===== src/rtl/rx_lane_deskew.sv =====
// Word-granular lane deskew: finds a common marker on all active lanes and delays early lanes
// so marker words leave in the same cycle. Before lock, lanes pass through with 1-cycle latency.
module rx_lane_deskew #(
  parameter int LANES   = 16,
  parameter int MAXSKEW = 4
) (
  input  logic                clk,
  input  logic                reset,
  input  logic [2:0]          GEN,
  input  logic [4:0]          numberOfDetectedLanes,
  input  logic                deskewEnable,
  input  logic [32*LANES-1:0] inData,
  input  logic [4*LANES-1:0]  inDataK,
  input  logic [LANES-1:0]    inValid,
  input  logic [2*LANES-1:0]  inSyncHeader,
  output logic [32*LANES-1:0] deskewData,
  output logic [4*LANES-1:0]  deskewDataK,
  output logic [LANES-1:0]    deskewValid,
  output logic [2*LANES-1:0]  deskewSyncHeader,
  output logic                deskewLocked,
  output logic                deskewError
);
  localparam int DEPTH = MAXSKEW + 1;
  localparam int CW    = $clog2(MAXSKEW + 2);
  localparam logic [CW-1:0] MAXSKEW_C = CW'(MAXSKEW);

  // state  | meaning
  // IDLE   | bypass, waiting for deskewEnable with stable configuration
  // SEARCH | bypass, collecting marker arrival times per active lane
  // LOCKED | each lane delayed by its own offset, marker alignment monitored
  typedef enum logic [1:0] {IDLE, SEARCH, LOCKED} state_t;

  state_t           state_q;
  logic [2:0]       gen_q;
  logic [4:0]       nlanes_q;
  logic [LANES-1:0] active_q;
  logic             started_q;
  logic [CW-1:0]    cnt_q;
  logic [LANES-1:0] rec_q;
  logic [CW-1:0]    arr_q   [LANES];
  logic [CW-1:0]    delay_q [LANES];
  logic [CW-1:0]    gap_q   [LANES];
  logic             err_q;

  logic [31:0] dl_data_q [LANES][DEPTH];
  logic [3:0]  dl_k_q    [LANES][DEPTH];
  logic [1:0]  dl_sh_q   [LANES][DEPTH];
  logic        dl_vld_q  [LANES][DEPTH];

  logic [LANES-1:0] active_d, mark_in, mark_tap, new_mark, rec_d;
  logic [CW-1:0]    cnt_d;
  logic [CW-1:0]    dly_d    [LANES];
  logic [CW-1:0]    sel      [LANES];
  logic [31:0]      tap_data [LANES];
  logic [3:0]       tap_k    [LANES];
  logic [1:0]       tap_sh   [LANES];
  logic             tap_vld  [LANES];
  logic             cfg_change;

  function automatic logic is_marker(input logic [2:0] gen, input logic [7:0] byte0,
                                     input logic k0, input logic [1:0] sh, input logic v);
    if (gen == 3'd3) return v && (sh == 2'b01) && (byte0 == 8'hAA);
    return v && k0 && (byte0 == 8'hBC);
  endfunction

  always_comb begin
    active_d = '0;
    for (int i = 0; i < LANES; i++)
      if (i < int'(numberOfDetectedLanes)) active_d[i] = 1'b1;
  end

  always_comb begin
    mark_in  = '0;
    mark_tap = '0;
    for (int i = 0; i < LANES; i++) begin
      sel[i]      = (state_q == LOCKED) ? delay_q[i] : '0;
      tap_data[i] = dl_data_q[i][sel[i]];
      tap_k[i]    = dl_k_q[i][sel[i]];
      tap_sh[i]   = dl_sh_q[i][sel[i]];
      tap_vld[i]  = dl_vld_q[i][sel[i]];
      mark_in[i]  = active_d[i] & is_marker(GEN, inData[32*i +: 8], inDataK[4*i],
                                             inSyncHeader[2*i +: 2], inValid[i]);
      mark_tap[i] = active_q[i] & is_marker(GEN, tap_data[i][7:0], tap_k[i][0],
                                             tap_sh[i], tap_vld[i]);
    end
  end

  // Arrival times are relative to the first marker; the latest lane gets delay 0.
  always_comb begin
    cnt_d    = started_q ? cnt_q + 1'b1 : '0;
    new_mark = started_q ? (mark_in & ~rec_q) : mark_in;
    rec_d    = (started_q ? rec_q : '0) | mark_in;
    for (int i = 0; i < LANES; i++)
      dly_d[i] = (!active_d[i] || new_mark[i]) ? '0 : cnt_d - arr_q[i];
  end

  assign cfg_change = !deskewEnable || (GEN != gen_q) || (numberOfDetectedLanes != nlanes_q);

  always_ff @(posedge clk or negedge reset) begin
    if (!reset) begin
      state_q   <= IDLE;
      gen_q     <= '0;
      nlanes_q  <= '0;
      active_q  <= '0;
      started_q <= 1'b0;
      cnt_q     <= '0;
      rec_q     <= '0;
      err_q     <= 1'b0;
      for (int i = 0; i < LANES; i++) begin
        arr_q[i]   <= '0;
        delay_q[i] <= '0;
        gap_q[i]   <= '0;
      end
    end else begin
      gen_q    <= GEN;
      nlanes_q <= numberOfDetectedLanes;
      active_q <= active_d;
      err_q    <= 1'b0;
      if (cfg_change) begin
        state_q   <= IDLE;
        started_q <= 1'b0;
        cnt_q     <= '0;
        rec_q     <= '0;
        for (int i = 0; i < LANES; i++) begin
          delay_q[i] <= '0;
          gap_q[i]   <= '0;
        end
      end else begin
        case (state_q)
          IDLE: state_q <= SEARCH;
          SEARCH: begin
            if (started_q || (|mark_in)) begin
              if (cnt_d > MAXSKEW_C) begin
                err_q     <= 1'b1;
                started_q <= 1'b0;
                cnt_q     <= '0;
                rec_q     <= '0;
              end else if (rec_d == active_d) begin
                state_q   <= LOCKED;
                started_q <= 1'b0;
                cnt_q     <= '0;
                rec_q     <= '0;
                for (int i = 0; i < LANES; i++) begin
                  delay_q[i] <= dly_d[i];
                  gap_q[i]   <= dly_d[i];
                end
              end else begin
                started_q <= 1'b1;
                cnt_q     <= cnt_d;
                rec_q     <= rec_d;
                for (int i = 0; i < LANES; i++)
                  if (new_mark[i]) arr_q[i] <= cnt_d;
              end
            end
          end
          LOCKED: begin
            for (int i = 0; i < LANES; i++)
              if (gap_q[i] != '0) gap_q[i] <= gap_q[i] - 1'b1;
            if ((|mark_tap) && (mark_tap != active_q)) begin
              err_q   <= 1'b1;
              state_q <= SEARCH;
              for (int i = 0; i < LANES; i++) begin
                delay_q[i] <= '0;
                gap_q[i]   <= '0;
              end
            end
          end
          default: state_q <= IDLE;
        endcase
      end
    end
  end

  always_ff @(posedge clk or negedge reset) begin
    if (!reset) begin
      for (int i = 0; i < LANES; i++)
        for (int j = 0; j < DEPTH; j++) begin
          dl_data_q[i][j] <= '0;
          dl_k_q[i][j]    <= '0;
          dl_sh_q[i][j]   <= '0;
          dl_vld_q[i][j]  <= 1'b0;
        end
    end else begin
      for (int i = 0; i < LANES; i++) begin
        dl_data_q[i][0] <= inData[32*i +: 32];
        dl_k_q[i][0]    <= inDataK[4*i +: 4];
        dl_sh_q[i][0]   <= inSyncHeader[2*i +: 2];
        dl_vld_q[i][0]  <= inValid[i];
        for (int j = 1; j < DEPTH; j++) begin
          dl_data_q[i][j] <= dl_data_q[i][j-1];
          dl_k_q[i][j]    <= dl_k_q[i][j-1];
          dl_sh_q[i][j]   <= dl_sh_q[i][j-1];
          dl_vld_q[i][j]  <= dl_vld_q[i][j-1];
        end
      end
    end
  end

  // Valid is held low while a freshly delayed lane replays words already sent in bypass.
  always_comb begin
    deskewData       = '0;
    deskewDataK      = '0;
    deskewSyncHeader = '0;
    deskewValid      = '0;
    for (int i = 0; i < LANES; i++) begin
      deskewData[32*i +: 32]      = active_q[i] ? tap_data[i] : '0;
      deskewDataK[4*i +: 4]       = active_q[i] ? tap_k[i] : '0;
      deskewSyncHeader[2*i +: 2]  = active_q[i] ? tap_sh[i] : '0;
      deskewValid[i]              = active_q[i] & tap_vld[i] & (gap_q[i] == '0);
    end
  end

  assign deskewLocked = (state_q == LOCKED);
  assign deskewError  = err_q;

endmodule


===== config.mk =====
export PLATFORM = sky130hd
export DESIGN_NAME = rx_lane_deskew
export DESIGN_NICKNAME = d
export VERILOG_FILES = /design/src/rtl/rx_lane_deskew.sv
export SDC_FILE = /design/constraint.sdc
export NUM_CORES = 2
export LEC_CHECK = 0
export CAP_MARGIN = 15
export CORE_ASPECT_RATIO = 1.2
export CORE_MARGIN = 10
export CORE_UTILIZATION = 52
export DETAILED_ROUTE_END_ITERATION = 6
export GPL_ROUTABILITY_DRIVEN = 0
export PLACE_DENSITY = 0.79
export SLEW_MARGIN = 40
export SYNTH_ARGS = -nofsm -noshare
export SYNTH_HDL_FRONTEND = slang
export SYNTH_SLANG_ARGS = --single-unit

===== constraint.sdc =====
create_clock -name clk -period 4.8 [get_ports clk]
set_input_delay 0.72 -clock clk [delete_from_list [all_inputs] [get_ports clk]]
set_output_delay 0.72 -clock clk [all_outputs]
set_load 0.05 [all_outputs]

=== Word level (Yosys, flattened, before mapping) ===
Cells that the tools add are included.

* Register bits after elaboration: 3311
* Input bits: 635

* $add $sub $neg: 33
* $lt $le $gt $ge: 33
* Eq/ne operators: 123
* Muxes and demuxes: 407
* Bitwise logic cells: 86
* Reductions and logical operators: 238

{| class="wikitable"
|+ Operators by type and width
! cell !! count
|-
| $bmux W32 S3 || 16
|-
| $mux W32 || 48
|-
| $eq A8 B8 Y1 const B || 64
|-
| $mux W48 || 7
|-
| $bmux W4 S3 || 16
|-
| $mux W4 || 48
|-
| $pmux W48 S2 || 2
|-
| $mux W3 || 54
|-
| $logic_and A1 B1 Y1 || 129
|-
| $mux W1 || 122
|-
| $mux W16 || 7
|-
| $mux W2 || 53
|-
| $bmux W2 S3 || 16
|-
| $reduce_and A6 Y1 || 16
|-
| $reduce_and A5 Y1 || 17
|-
| $eq A2 B1 Y1 const B || 33
|-
| $and A1 B1 Y1 || 64
|-
| $ge A4 B4 Y1 const B || 16
|-
| $ne A4 B1 Y1 const B || 16
|-
| $not A3 Y4 || 16
|-
| $reduce_bool A3 Y1 || 17
|-
| $bmux W1 S3 || 16
|-
| $logic_not A3 Y1 || 16
|-
| $sub A3 B1 Y3 const B || 16
|-
| 28 further kinds || 95
|}

=== Depth between registers and ports, before layout ===
* Depth in word-level cells: 17
* Depth in mapped cells: 21
* Gate-level depth less buffers: 13

=== Worst setup path after synthesis ===
OpenSTA, ideal clock, no wires.

* Path kind: register to output
* Start point: register state_q[0]
* End point: output port deskewDataK[41]
* Arrival: 5.829 ns
* Data required time: 4.080 ns
* Setup slack: -1.749 ns
* Stages on the path, launching flop included: 16
* Buffers on the path: 9
* Path through: dfrtp_1 -> inv_1 -> ha_1 -> buf_4 -> buf_4 -> buf_2 -> buf_2 -> buf_2 -> buf_2 -> buf_2 -> buf_2 -> nand2_1 -> nand2_1 -> clkbuf_1 -> o22ai_1 -> a2111oi_0

* Word-level cells in the longest chain between the ends: 7

{| class="wikitable"
|+ Ends and longest elaborated chain
! item !! line !! text
|-
| start, declared || 33 || <nowiki>state_t state_q;</nowiki>
|-
| start signal, assigned || 101 || <nowiki>state_q <= IDLE;</nowiki>
|-
| start signal, assigned || 120 || <nowiki>state_q <= IDLE;</nowiki>
|-
| start signal, assigned || 130 || <nowiki>IDLE: state_q <= SEARCH;</nowiki>
|-
| $eq A2 B2 Y1 || n/a ||
|-
| via deskewLocked || 20 || <nowiki>output logic deskewLocked,</nowiki>
|-
| $mux W3 || 76 || <nowiki>sel[i] = (state_q == LOCKED) ? delay_q[i] : '0;</nowiki>
|-
| $not A3 Y4 (implied by the code) || 78 || <nowiki>tap_k[i] = dl_k_q[i][sel[i]];</nowiki>
|-
| $bmux W4 S3 || 78 ||
|-
| $mux W4 (implied by the code) (2 in a row) || 78 ||
|-
| $mux W4 || 207 || <nowiki>deskewDataK[4*i +: 4] = active_q[i] ? tap_k[i] : '0;</nowiki>
|-
| end, declared || 17 || <nowiki>output logic [4*LANES-1:0] deskewDataK,</nowiki>
|}

The timed path passes the listed nets, and every way through them passes these cells. The select of a mux whose other input is x is not followed.

=== Worst setup path after layout ===
* Start point: register state_q[0]
* End point: output port deskewData[10]

* Word-level cells in the longest chain between the ends: 7

{| class="wikitable"
|+ Ends and longest elaborated chain
! item !! line !! text
|-
| $eq A2 B2 Y1 || 76 ||
|-
| $mux W3 || 76 ||
|-
| $not A3 Y4 (implied by the code) || 77 || <nowiki>tap_data[i] = dl_data_q[i][sel[i]];</nowiki>
|-
| $bmux W32 S3 || 77 ||
|-
| $mux W32 (implied by the code) (2 in a row) || 77 ||
|-
| $mux W32 || 206 || <nowiki>deskewData[32*i +: 32] = active_q[i] ? tap_data[i] : '0;</nowiki>
|-
| end, declared || 16 || <nowiki>output logic [32*LANES-1:0] deskewData,</nowiki>
|}

No other way between the ends. The select of a mux whose other input is x is not followed.

==> qor.txt <==
core box area = 223200 um^2
Final #Nets = 10732
Reg clk slew, reported paths = 0.06 ns
syn_area_per_cell = 13.54 um^2
Final period util = 100.5%
Hold Fails Final Rpt = 0
setup violators final = 1
H-Tree Depth = 5
register bit total from synthesis = 3310
register area share after synthesis = 70.96%
vias = 86087
status = complete, but fails checks
Root Buffer = clkbuf_16
CP startpoint kind = flip-flop
Worst-Skew Late Latency = 0.89 ns
min-delay src = inData[236]
Worst Hold Path Cells = 1
Ports = 1261
Layout area overhead = 33.39%
failing checks = negative setup slack
slack of the critical path = -0.02364 ns
PD cells = 396.0 nW/um^2
layout cells sized above 1 = 21.83%
die area = 243900 um^2
Synth top area share = 70.96%
actual slew at the worst max-slew pin = 0.9494 ns
vias in the first global route = 90236
WHS = 0.2633 ns
Slew HR = 36.71%
Clock Skews = 0.04656 ns
synth top area cells = dfrtp_1 (71%), a221oi_1 (3.3%), o22ai_1 (2.5%)
count leader, synth = dfrtp_1
Overflow after GRT = 0
EDFF count, synth = 0
Post-synth ARST share = 100.0%
WL per Instance = 31.00 um
GRT Overall Usage = 32.64%
CP arrival = 4.10 ns
number of antenna violations at the first check in global routing = 129
FP Rows = 190
vias per cell = 6.462
fmax = 207.3 MHz
Final HPWL DP = 270.7 mm
Lkg Pwr = 0.06453 uW
Post-Route WL = 413.0 mm
max-slew violation count = 0
post-synthesis cell count = 8621
initial core utilization = 52.29%
CTS tree = yes
max cap viols = 0
Min-Delay Path Class = in -> reg
largest net degree at the start of global routing = 171
first-pass GRT wire length = 607.9 mm
chip height = 539.0 um
Cell Count, Final, Fillers Out = 13323
CP endpoint kind = primary output
DRT Pass-1 Iters = 6
crit-path max FO = 56
Yosys Warn Count = 0
Syn Nets = 9325
Min-Delay Endpoint = dl_data_q[1420]
Synth area leader = dfrtp_1
Synth cell types = 91
FF-to-FF path depth = 19
DRC viols = 0
TritonCTS buffer count = 323
antenna viol nets, final = 0
Max IR drop VDD = 0.4778 mV
RSZ-0062 raised after global routing = true
RR Endpoint = gap_q[34]
Setup CP Type = reg -> out
ys flop type = dfrtp_1
Tmin final = 4.824 ns
r2r setup slk = 0.02 ns
Initial DRC Count = 9018
Post-synth top cells = dfrtp_1 (3310), a21oi_1 (527), clkbuf_1 (506)
synthesized cell area = 116700 um^2
placed cells = 12655
Worst Path Required = 4.08 ns
clock sink total = 3310
Die Wd = 452.5 um
clk buf depth = 4
input/output buffers = 1260
FF-to-FF Start = state_q[0]
## report_power, final
group / leakage, uW / switching (uW) / internal [uW]
logic: 0.0204 / 3150 / 2240
registers: 0.0388 / 827 / 29200
clock network: 0.00529 / 11200 / 15000
## worst max-delay path, stage by stage (launching register included)
cell and delay, ns:
dfrtp_1 0.43, inv_2 0.10, ha_4 0.27, buf_16 0.31
nand2_1 0.19, buf_4 0.32, nand2_1 0.16, buf_12 0.20
o22ai_1 0.22, a2111oi_4 0.74, buf_12 0.22
## worst max-delay path by stage
stage / startpoint / endpoint / slack [ns] / cells past startpoint
2_1_floorplan: state_q[0] / deskewDataK[41] / -0.90 / 15
3_3_place_gp: GEN[2] / gap_q[0] / -0.24 / 12
3_5_place_dp: GEN[2] / gap_q[15] / -0.44 / 16
4_1_cts: state_q[0] / deskewData[137] / 0.0007 / 11
5_1_grt: state_q[0] / deskewData[253] / -0.20 / 10
6_report: state_q[0] / deskewData[10] / -0.02 / 10
## layer usage
layer / vias to the layer above / track usage (%) / routed length, um
li1: 35118 / - / -
met1: 44571 / 40.46 / 147800
met2: 5015 / 50.79 / 193800
met3: 1281 / 9.892 / 41430
met4: 102 / 18.93 / 29310
met5: - / 0 / 681
## metrics by stage
step                total power [uW]  setup TNS (ns)  utilization [%]  instance area (um^2)  setup WS, ns
finish                         61650        -0.02364            69.75                155700      -0.02364
floorplan                      32360         -0.9449                -                120300       -0.8973
global route                   63420         -0.7705            69.72                155600       -0.1974
global placement               35580          -11.92            64.01                142900       -0.2427
detailed placement             35750          -25.06            64.03                142900       -0.4378
CTS                            61810               0            69.21                154500     0.0006817
## sequential cells by signal, indices dropped and copies added, names as in the netlist
| signal | flops |
|---|---|
| dl_vld_q | 80 |
| dl_k_q | 320 |
| gen_q | 3 |
| deskewError | 1 |
| gap_q | 48 |
| rec_q | 16 |
| active_q | 16 |
| nlanes_q | 4 |
| state_q | 2 |
| dl_data_q | 2560 |
| started_q | 1 |
| dl_sh_q | 160 |
| cnt_q | 3 |
| delay_q | 48 |
| arr_q | 48 |
## what timing repair did
item,in CTS,in global routing
setup buffers,5,12
setup endpoints to repair,394,314
endpoints found under the hold margin,28,0
hold buffers,1,0
gates cloned,1,2
resized for setup,77,106
pin swaps,11,11
## logic make-up after synthesis
| logic type | share of synthesized area, % |
|---|---|
| buf+inv | 2.848 |
| xor+xnor | 0.3076 |
| mux | 1.395 |
| simple gates | 7.136 |
| fa+ha+maj | 0.8425 |
| flops | 70.96 |
| compound gates | 16.51 |
## cell usage in the layout (no fill, tap or decap), drive strengths merged, types with 275 or more instances in the layout
master,instances
dfrtp,3310
clkbuf,459
o21ai,275
a2111oi,330
nand2,362
a221oi,436
buf,1042
a21oi,528
o22ai,468
clkdlybuf4s50,663
## layout make-up
cell class / instances / area (um^2)
timing repair buffer: 1723 / 21690
clock inverter: 110 / 1404
fill: 13778 / 67520
sequential: 3310 / 82840
inverter: 195 / 749.5
multi-input combinational: 4475 / 35730
antenna: 78 / 195.2
clock buffer: 456 / 9371
tap: 2976 / 3724
(Power assumes the default switching activity.)
